**src/rtl/multicycle_controller_if.sv**
```systemverilog
`default_nettype none
// ============================================================================
//  Module      : multicycle_controller_if
//  Description : Control bus between the multi-cycle MIPS controller and its
//                datapath. The datapath supplies op, funct and zero; the
//                controller returns register enables, mux selects, the ALU
//                operation, the memory write strobe and debug state.
//                  master : controller side (drives the control signals)
//                  slave  : datapath side (drives op/funct/zero)
//  Revision    : 1.0  initial release
// ============================================================================
interface multicycle_controller_if;
    logic [5:0] op;          // instr[31:26]
    logic [5:0] funct;       // instr[5:0]
    logic       zero;        // ALU zero flag, same cycle
    logic       pcen;        // PC register enable
    logic       irwrite;     // instruction register enable
    logic       regwrite;    // register file write enable
    logic       alusrca;     // 0=PC, 1=A
    logic       iord;        // 0=PC address, 1=ALUOut address
    logic       memtoreg;    // 0=ALUOut, 1=data register
    logic       regdst;      // 0=rt, 1=rd
    logic       memwrite;    // memory write strobe
    logic [1:0] alusrcb;     // 00=B, 01=4, 10=signimm, 11=signimm<<2
    logic [1:0] pcsrc;       // 00=ALU result, 01=ALUOut, 10=jump target
    logic [2:0] alucontrol;  // ALU operation
    logic       illegal;     // unsupported op pulse in DECODE
    logic [3:0] state;       // current state, debug only

    modport master (
        input  op, funct, zero,
        output pcen, irwrite, regwrite, alusrca, iord, memtoreg, regdst,
               memwrite, alusrcb, pcsrc, alucontrol, illegal, state
    );

    modport slave (
        output op, funct, zero,
        input  pcen, irwrite, regwrite, alusrca, iord, memtoreg, regdst,
               memwrite, alusrcb, pcsrc, alucontrol, illegal, state
    );
endinterface
`default_nettype wire

```
**src/rtl/multicycle_controller.sv**
```systemverilog
`default_nettype none
// ============================================================================
//  Module      : multicycle_controller
//  Description : Moore control FSM for the multi-cycle MIPS datapath
//                (lw, sw, R-type add/sub/and/or/slt, beq, addi, j).
//                Ports:
//                  clk   : system clock, rising edge
//                  reset : asynchronous active-high, forces FETCH
//                  bus   : control interface (master modport)
//  Revision    : 1.0  initial release
// ============================================================================
module multicycle_controller (
    input  logic                           clk,
    input  logic                           reset,
    multicycle_controller_if.master        bus
);

    typedef enum logic [3:0] {
        FETCH   = 4'd0,
        DECODE  = 4'd1,
        MEMADR  = 4'd2,
        MEMRD   = 4'd3,
        MEMWB   = 4'd4,
        MEMWR   = 4'd5,
        EXECUTE = 4'd6,
        ALUWB   = 4'd7,
        BRANCH  = 4'd8,
        ADDIEX  = 4'd9,
        ADDIWB  = 4'd10,
        JUMP    = 4'd11
    } state_t;

    typedef struct packed {
        logic       irwrite;
        logic       pcwrite;
        logic       branch;
        logic       regwrite;
        logic       alusrca;
        logic       iord;
        logic       memtoreg;
        logic       regdst;
        logic       memwrite;
        logic [1:0] alusrcb;
        logic [1:0] pcsrc;
        logic [2:0] alucontrol;
    } ctrl_t;

    localparam logic [5:0] c_op_lw    = 6'b100011;
    localparam logic [5:0] c_op_sw    = 6'b101011;
    localparam logic [5:0] c_op_rtype = 6'b000000;
    localparam logic [5:0] c_op_beq   = 6'b000100;
    localparam logic [5:0] c_op_addi  = 6'b001000;
    localparam logic [5:0] c_op_j     = 6'b000010;

    localparam logic [2:0] c_alu_and = 3'b000;
    localparam logic [2:0] c_alu_or  = 3'b001;
    localparam logic [2:0] c_alu_add = 3'b010;
    localparam logic [2:0] c_alu_sub = 3'b110;
    localparam logic [2:0] c_alu_slt = 3'b111;

    // R-type ALU operation; unknown funct codes quietly fall back to add.
    function automatic logic [2:0] f_funct_alu(input logic [5:0] fn);
        logic [2:0] a;
        case (fn)
            6'b100000: a = c_alu_add;
            6'b100010: a = c_alu_sub;
            6'b100100: a = c_alu_and;
            6'b100101: a = c_alu_or;
            6'b101010: a = c_alu_slt;
            default:   a = c_alu_add;
        endcase
        return a;
    endfunction

    // Control word for a given state. funct only matters in EXECUTE.
    function automatic ctrl_t f_decode(input state_t s, input logic [5:0] fn);
        ctrl_t c;
        c = '0;
        case (s)
            FETCH: begin
                c.irwrite    = 1'b1;
                c.pcwrite    = 1'b1;
                c.alusrcb    = 2'b01;
                c.alucontrol = c_alu_add;
            end
            DECODE: begin
                // Speculatively form the branch target into ALUOut.
                c.alusrcb    = 2'b11;
                c.alucontrol = c_alu_add;
            end
            MEMADR: begin
                c.alusrca    = 1'b1;
                c.alusrcb    = 2'b10;
                c.alucontrol = c_alu_add;
            end
            MEMRD: begin
                c.iord       = 1'b1;
            end
            MEMWB: begin
                c.memtoreg   = 1'b1;
                c.regwrite   = 1'b1;
            end
            MEMWR: begin
                c.iord       = 1'b1;
                c.memwrite   = 1'b1;
            end
            EXECUTE: begin
                c.alusrca    = 1'b1;
                c.alucontrol = f_funct_alu(fn);
            end
            ALUWB: begin
                c.regdst     = 1'b1;
                c.regwrite   = 1'b1;
            end
            BRANCH: begin
                c.alusrca    = 1'b1;
                c.alucontrol = c_alu_sub;
                c.pcsrc      = 2'b01;
                c.branch     = 1'b1;
            end
            ADDIEX: begin
                c.alusrca    = 1'b1;
                c.alusrcb    = 2'b10;
                c.alucontrol = c_alu_add;
            end
            ADDIWB: begin
                c.regwrite   = 1'b1;
            end
            JUMP: begin
                c.pcsrc      = 2'b10;
                c.pcwrite    = 1'b1;
            end
            default: c = '0;
        endcase
        return c;
    endfunction

    state_t r_state;
    ctrl_t  r_ctrl;
    state_t w_next;
    logic   w_op_legal;

    always_comb begin
        case (bus.op)
            c_op_lw, c_op_sw, c_op_rtype,
            c_op_beq, c_op_addi, c_op_j: w_op_legal = 1'b1;
            default:                     w_op_legal = 1'b0;
        endcase
    end

    always_comb begin
        w_next = FETCH;
        case (r_state)
            FETCH:   w_next = DECODE;
            DECODE: begin
                case (bus.op)
                    c_op_lw, c_op_sw: w_next = MEMADR;
                    c_op_rtype:       w_next = EXECUTE;
                    c_op_beq:         w_next = BRANCH;
                    c_op_addi:        w_next = ADDIEX;
                    c_op_j:           w_next = JUMP;
                    default:          w_next = FETCH;   // skip unsupported op
                endcase
            end
            MEMADR:  w_next = (bus.op == c_op_sw) ? MEMWR : MEMRD;
            MEMRD:   w_next = MEMWB;
            EXECUTE: w_next = ALUWB;
            ADDIEX:  w_next = ADDIWB;
            default: w_next = FETCH;
        endcase
    end

    // Control word is registered alongside the state by decoding the next
    // state, so outputs are glitch-free yet still a pure function of state.
    // In EXECUTE the funct sampled on entry is used; IR is stable by then.
    always_ff @(posedge clk or posedge reset) begin
        if (reset) begin
            r_state <= FETCH;
            r_ctrl  <= f_decode(FETCH, 6'd0);
        end else begin
            r_state <= w_next;
            r_ctrl  <= f_decode(w_next, bus.funct);
        end
    end

    // pcen and illegal need live datapath inputs, so they stay combinational.
    assign bus.pcen       = r_ctrl.pcwrite | (r_ctrl.branch & bus.zero);
    assign bus.illegal    = (r_state == DECODE) & ~w_op_legal;
    assign bus.irwrite    = r_ctrl.irwrite;
    assign bus.regwrite   = r_ctrl.regwrite;
    assign bus.alusrca    = r_ctrl.alusrca;
    assign bus.iord       = r_ctrl.iord;
    assign bus.memtoreg   = r_ctrl.memtoreg;
    assign bus.regdst     = r_ctrl.regdst;
    assign bus.memwrite   = r_ctrl.memwrite;
    assign bus.alusrcb    = r_ctrl.alusrcb;
    assign bus.pcsrc      = r_ctrl.pcsrc;
    assign bus.alucontrol = r_ctrl.alucontrol;
    assign bus.state      = r_state;

endmodule
`default_nettype wire
```
**src/flat_wrapper.sv**
```systemverilog
// flat-port wrapper written by rule: the top's interface ports become plain ports
module multicycle_controller_flat 
  (clk, reset, bus_op, bus_funct, bus_zero, bus_pcen, bus_irwrite, bus_regwrite, bus_alusrca, bus_iord, bus_memtoreg, bus_regdst, bus_memwrite, bus_alusrcb, bus_pcsrc, bus_alucontrol, bus_illegal, bus_state);
  multicycle_controller_if bus_i ();
  input  logic clk;
  input  logic reset;
  input wire logic [$bits(bus_i.op)-1:0] bus_op;
  input wire logic [$bits(bus_i.funct)-1:0] bus_funct;
  input wire logic [$bits(bus_i.zero)-1:0] bus_zero;
  output wire logic [$bits(bus_i.pcen)-1:0] bus_pcen;
  output wire logic [$bits(bus_i.irwrite)-1:0] bus_irwrite;
  output wire logic [$bits(bus_i.regwrite)-1:0] bus_regwrite;
  output wire logic [$bits(bus_i.alusrca)-1:0] bus_alusrca;
  output wire logic [$bits(bus_i.iord)-1:0] bus_iord;
  output wire logic [$bits(bus_i.memtoreg)-1:0] bus_memtoreg;
  output wire logic [$bits(bus_i.regdst)-1:0] bus_regdst;
  output wire logic [$bits(bus_i.memwrite)-1:0] bus_memwrite;
  output wire logic [$bits(bus_i.alusrcb)-1:0] bus_alusrcb;
  output wire logic [$bits(bus_i.pcsrc)-1:0] bus_pcsrc;
  output wire logic [$bits(bus_i.alucontrol)-1:0] bus_alucontrol;
  output wire logic [$bits(bus_i.illegal)-1:0] bus_illegal;
  output wire logic [$bits(bus_i.state)-1:0] bus_state;
  assign bus_i.op = bus_op;
  assign bus_i.funct = bus_funct;
  assign bus_i.zero = bus_zero;
  assign bus_pcen = bus_i.pcen;
  assign bus_irwrite = bus_i.irwrite;
  assign bus_regwrite = bus_i.regwrite;
  assign bus_alusrca = bus_i.alusrca;
  assign bus_iord = bus_i.iord;
  assign bus_memtoreg = bus_i.memtoreg;
  assign bus_regdst = bus_i.regdst;
  assign bus_memwrite = bus_i.memwrite;
  assign bus_alusrcb = bus_i.alusrcb;
  assign bus_pcsrc = bus_i.pcsrc;
  assign bus_alucontrol = bus_i.alucontrol;
  assign bus_illegal = bus_i.illegal;
  assign bus_state = bus_i.state;
  multicycle_controller u_core (.clk(clk), .reset(reset), .bus(bus_i));
endmodule
```
**config.mk**
```make
export PLATFORM = sky130hd
export DESIGN_NAME = multicycle_controller_flat
export DESIGN_NICKNAME = d
export VERILOG_FILES = /design/src/rtl/multicycle_controller_if.sv /design/src/rtl/multicycle_controller.sv /design/src/flat_wrapper.sv
export SDC_FILE = /design/constraint.sdc
export NUM_CORES = 1
export LEC_CHECK = 0
export ABC_AREA = 1
export CAP_MARGIN = 20
export CORE_UTILIZATION = 35
export DETAILED_ROUTE_END_ITERATION = 8
export PLACE_DENSITY = 0.71
export SLEW_MARGIN = 20
export SYNTH_ARGS = -nofsm -noshare
export SYNTH_HDL_FRONTEND = slang
export SYNTH_SLANG_ARGS = --single-unit
```
**constraint.sdc**
```tcl
create_clock -name clk -period 2.7 [get_ports clk]
set_input_delay 0.405 -clock clk [delete_from_list [all_inputs] [get_ports clk]]
set_output_delay 0.405 -clock clk [all_outputs]
set_load 0.01 [all_outputs]
```
==> results.md <==
- Outcome: complete, but fails checks
- Failing checks: design-rule violations
- Critical Path AT: 1.94 ns
- Final max-slew violation count: 0
- Die Area: 0.00322 sq mm
- WS Path Type: input pin to primary output
- Pwr dens: 808 mW/mm^2
- Cts bufs inserted: 3
- Share of the synthesized area in the top cell type: 0.358
- Clk sink count: 19
- Critical path peak fanout: 3
- GRT Total Usage: 0.140
- Clock buffer depth: 2
- P&R area growth vs syn: 33.8%
- Worst reg2reg path depth: 10
- Setup violations, final: 0
- Clock skew: 0.00230 ns
- Pin count of the biggest net entering global routing: 20
- Mapped cell area: 0.00105 sq mm
- Syn Area/Cell: 8.13 sq um
- Fin crit period: 2.35 ns
- Ports: 35
- Most common cell after layout, fill and taps aside: clkdlybuf4s50_1
- Global-route wire length before repair: 3.47 mm
- Die height: 56.7 microns
- Post-Synthesis Net Count: 144
- Detail Route Antenna Nets: 0
- Fraction of layout cells with a size suffix above 1: 0.188
- RSZ-0062 raised after global routing: false
- Wire per inst: 11.4 microns
- Area leader, netlist: dfrtp_1
- Drt drc: 5
- Setup WS pre-CTS: 0.372 ns
- Max_slew headroom: 0.547
- Fmax: 426 MHz
- Final worst slack: 0.353 ns
- WHS: 0.504 ns
- DIE WIDTH: 56.7 microns
- CTS tree: done
- Netlist cell types: 19
- Placeable core region: 0.00281 sq mm
- Maximum VDD drop: 0.316 mV
- DR vias: 874
- Num rows: 19
- Synth warn: 0
- N_diodes: 0
- Hold crit path type: input pin to async pin
- Number of cells produced by synthesis: 129
- Net count, final: 176
- Starting density of the core: 0.374
- DR iter-0 viols: 23
- Synthesized flop and latch total: 19
- Max-cap viol count: 0
- Reg-to-Reg End: u_core.bus.alusrcb[1]$_DFF_PP0_
- Worst Max-Slew Pin Slew: 0.678 ns
- DRT Pass-1 Iters: 6
- Final Cycle Share: 0.869
- Root buffer cell: clkbuf_4
- GPL Wtd Cong: 0.866
- Top cells by area, synth: dfrtp_1 36%, dfstp_2 10%, inv_1 8.9%
- GRT overflow: 0
- Kind of end point of the critical path: primary output
- Number of H-tree levels: 1
- Input/output buffers: 34
- Post_cts resized: 0
- Startpoint types: input pin
- Final hold viol count: 0
- R2r setup slk: 1.13 ns
- Initial antenna violation count: 0
- Clock slew at reported path FFs: 0.10 ns
- Worst setup path endpoint: bus_illegal
- Post-Route WL: 2.17 mm
- Critical Path RT: 2.30 ns
- Post-DR vias/cell: 4.58
- Worst skew pair latency: 0.29 ns
- Most frequent cells in the layout: 34 x clkdlybuf4s50_1, 25 x inv_1, 18 x nand2_1, 16 x nand3_1
- Detailed placement HPWL: 1.83 mm
- Worst reg2reg path startpoint: u_core.bus.state[1]$_DFF_PP0_
- Start point of the critical path: bus_op[2]
- Setup TNS: 0 ns
- Leakage: 0.765 nW
- Setup bufs post-CTS: 0
- Hold buffer count at cts: 0
- Vias in the first global route: 855
- Sequential element share of the synthesized area: 0.458
worst max-delay path, stage by stage:
cell,delay [ns]
clkdlybuf4s50_1,0.51
inv_1,0.07
nand2_1,0.09
inv_1,0.05
nand3_1,0.08
nand3_1,0.10
nor2_1,0.10
clkdlybuf4s50_1,0.53
worst min path at each step:
| stage | startpoint | to | slack [ns] | cells past startpoint |
|---|---|---|---|---|
| 6_report | reset | u_core.bus.pcsrc[1]$_DFF_PP0_ | 0.50 | 2 |
| 5_1_grt | reset | u_core.bus.pcsrc[1]$_DFF_PP0_ | 0.56 | 2 |
| 4_1_cts | reset | u_core.bus.pcsrc[1]$_DFF_PP0_ | 0.53 | 2 |
| 3_5_place_dp | u_core.bus.state[2]$_DFF_PP0_ | u_core.bus.iord$_DFF_PP0_ | 0.63 | 3 |
| 3_3_place_gp | u_core.bus.state[3]$_DFF_PP0_ | u_core.bus.iord$_DFF_PP0_ | 0.62 | 3 |
| 2_1_floorplan | reset | u_core.bus.alucontrol[0]$_DFF_PP0_ | 0.35 | 1 |
power breakdown:
group	switching, mW	internal [mW]	leakage [nW]
Sequential	0.0388	0.376	0.246
Combinational	0.308	0.272	0.501
Clock	0.0829	0.0550	0.0177
metrics by stage:
stage / power [mW] / instances / cell area [sq um] / util
finish: 1.13 / 191 / 1400 / 0.500
global route: 1.21 / 191 / 1400 / 0.500
detailed placement: 1.00 / 187 / 1380 / 0.490
floorplan: 0.782 / 129 / 1050 / -
global placement: 0.980 / 187 / 1380 / 0.490
CTS: 1.14 / 191 / 1400 / 0.500
flip-flops by register name, indices dropped and copies added (netlist names):
signal                 flops
u_core.bus.regdst          1
u_core.bus.memwrite        1
u_core.bus.irwrite         1
u_core.bus.pcsrc           1
u_core.bus.memtoreg        1
u_core.r_ctrl              2
u_core.bus.regwrite        1
u_core.bus.alucontrol      3
u_core.bus.alusrca         1
u_core.bus.state           4
u_core.bus.alusrcb         2
u_core.bus.iord            1
per-layer routing:
metal,global-route usage,wire [microns]
met2,0.286,1250
met3,0.00691,59
met1,0.142,839
met5,0,0
met4,0.0627,27
synthesized netlist by cell type:
library cell and count:
a21o_1 1, a21oi_1 2, a21oi_4 1, buf_4 7, dfrtp_1 15, dfstp_2 4, inv_1 25, inv_2 3
nand2_1 18, nand2_2 4, nand2_4 4, nand3_1 16, nand3_2 1, nand4_1 1, nor2_1 15, nor2_2 6
nor2_4 3, nor3_1 1, o21ai_0 2
cells by family (layout without fill, tap and decap cells):
logic type             after synthesis  after routing  synth area share
buffers and inverters               35             66             0.150
AND/OR/NAND/NOR                     69             69             0.350
AO/OA/AOI/OAI                        6              6            0.0418
flip-flops                          19             19             0.458
area by class of cell:
| class | instances | area [sq um] |
|---|---|---|
| clock buffers | 3 | 22.5 |
| repair buffers | 34 | 340 |
| fillers | 271 | 1400 |
| clock inverters | 1 | 5.00 |
| inverters | 28 | 105 |
| multi-input cells | 75 | 410 |
| well taps | 31 | 38.8 |
| flip-flops and latches | 19 | 480 |
Note: power is estimated with default switching activity, not from simulation.
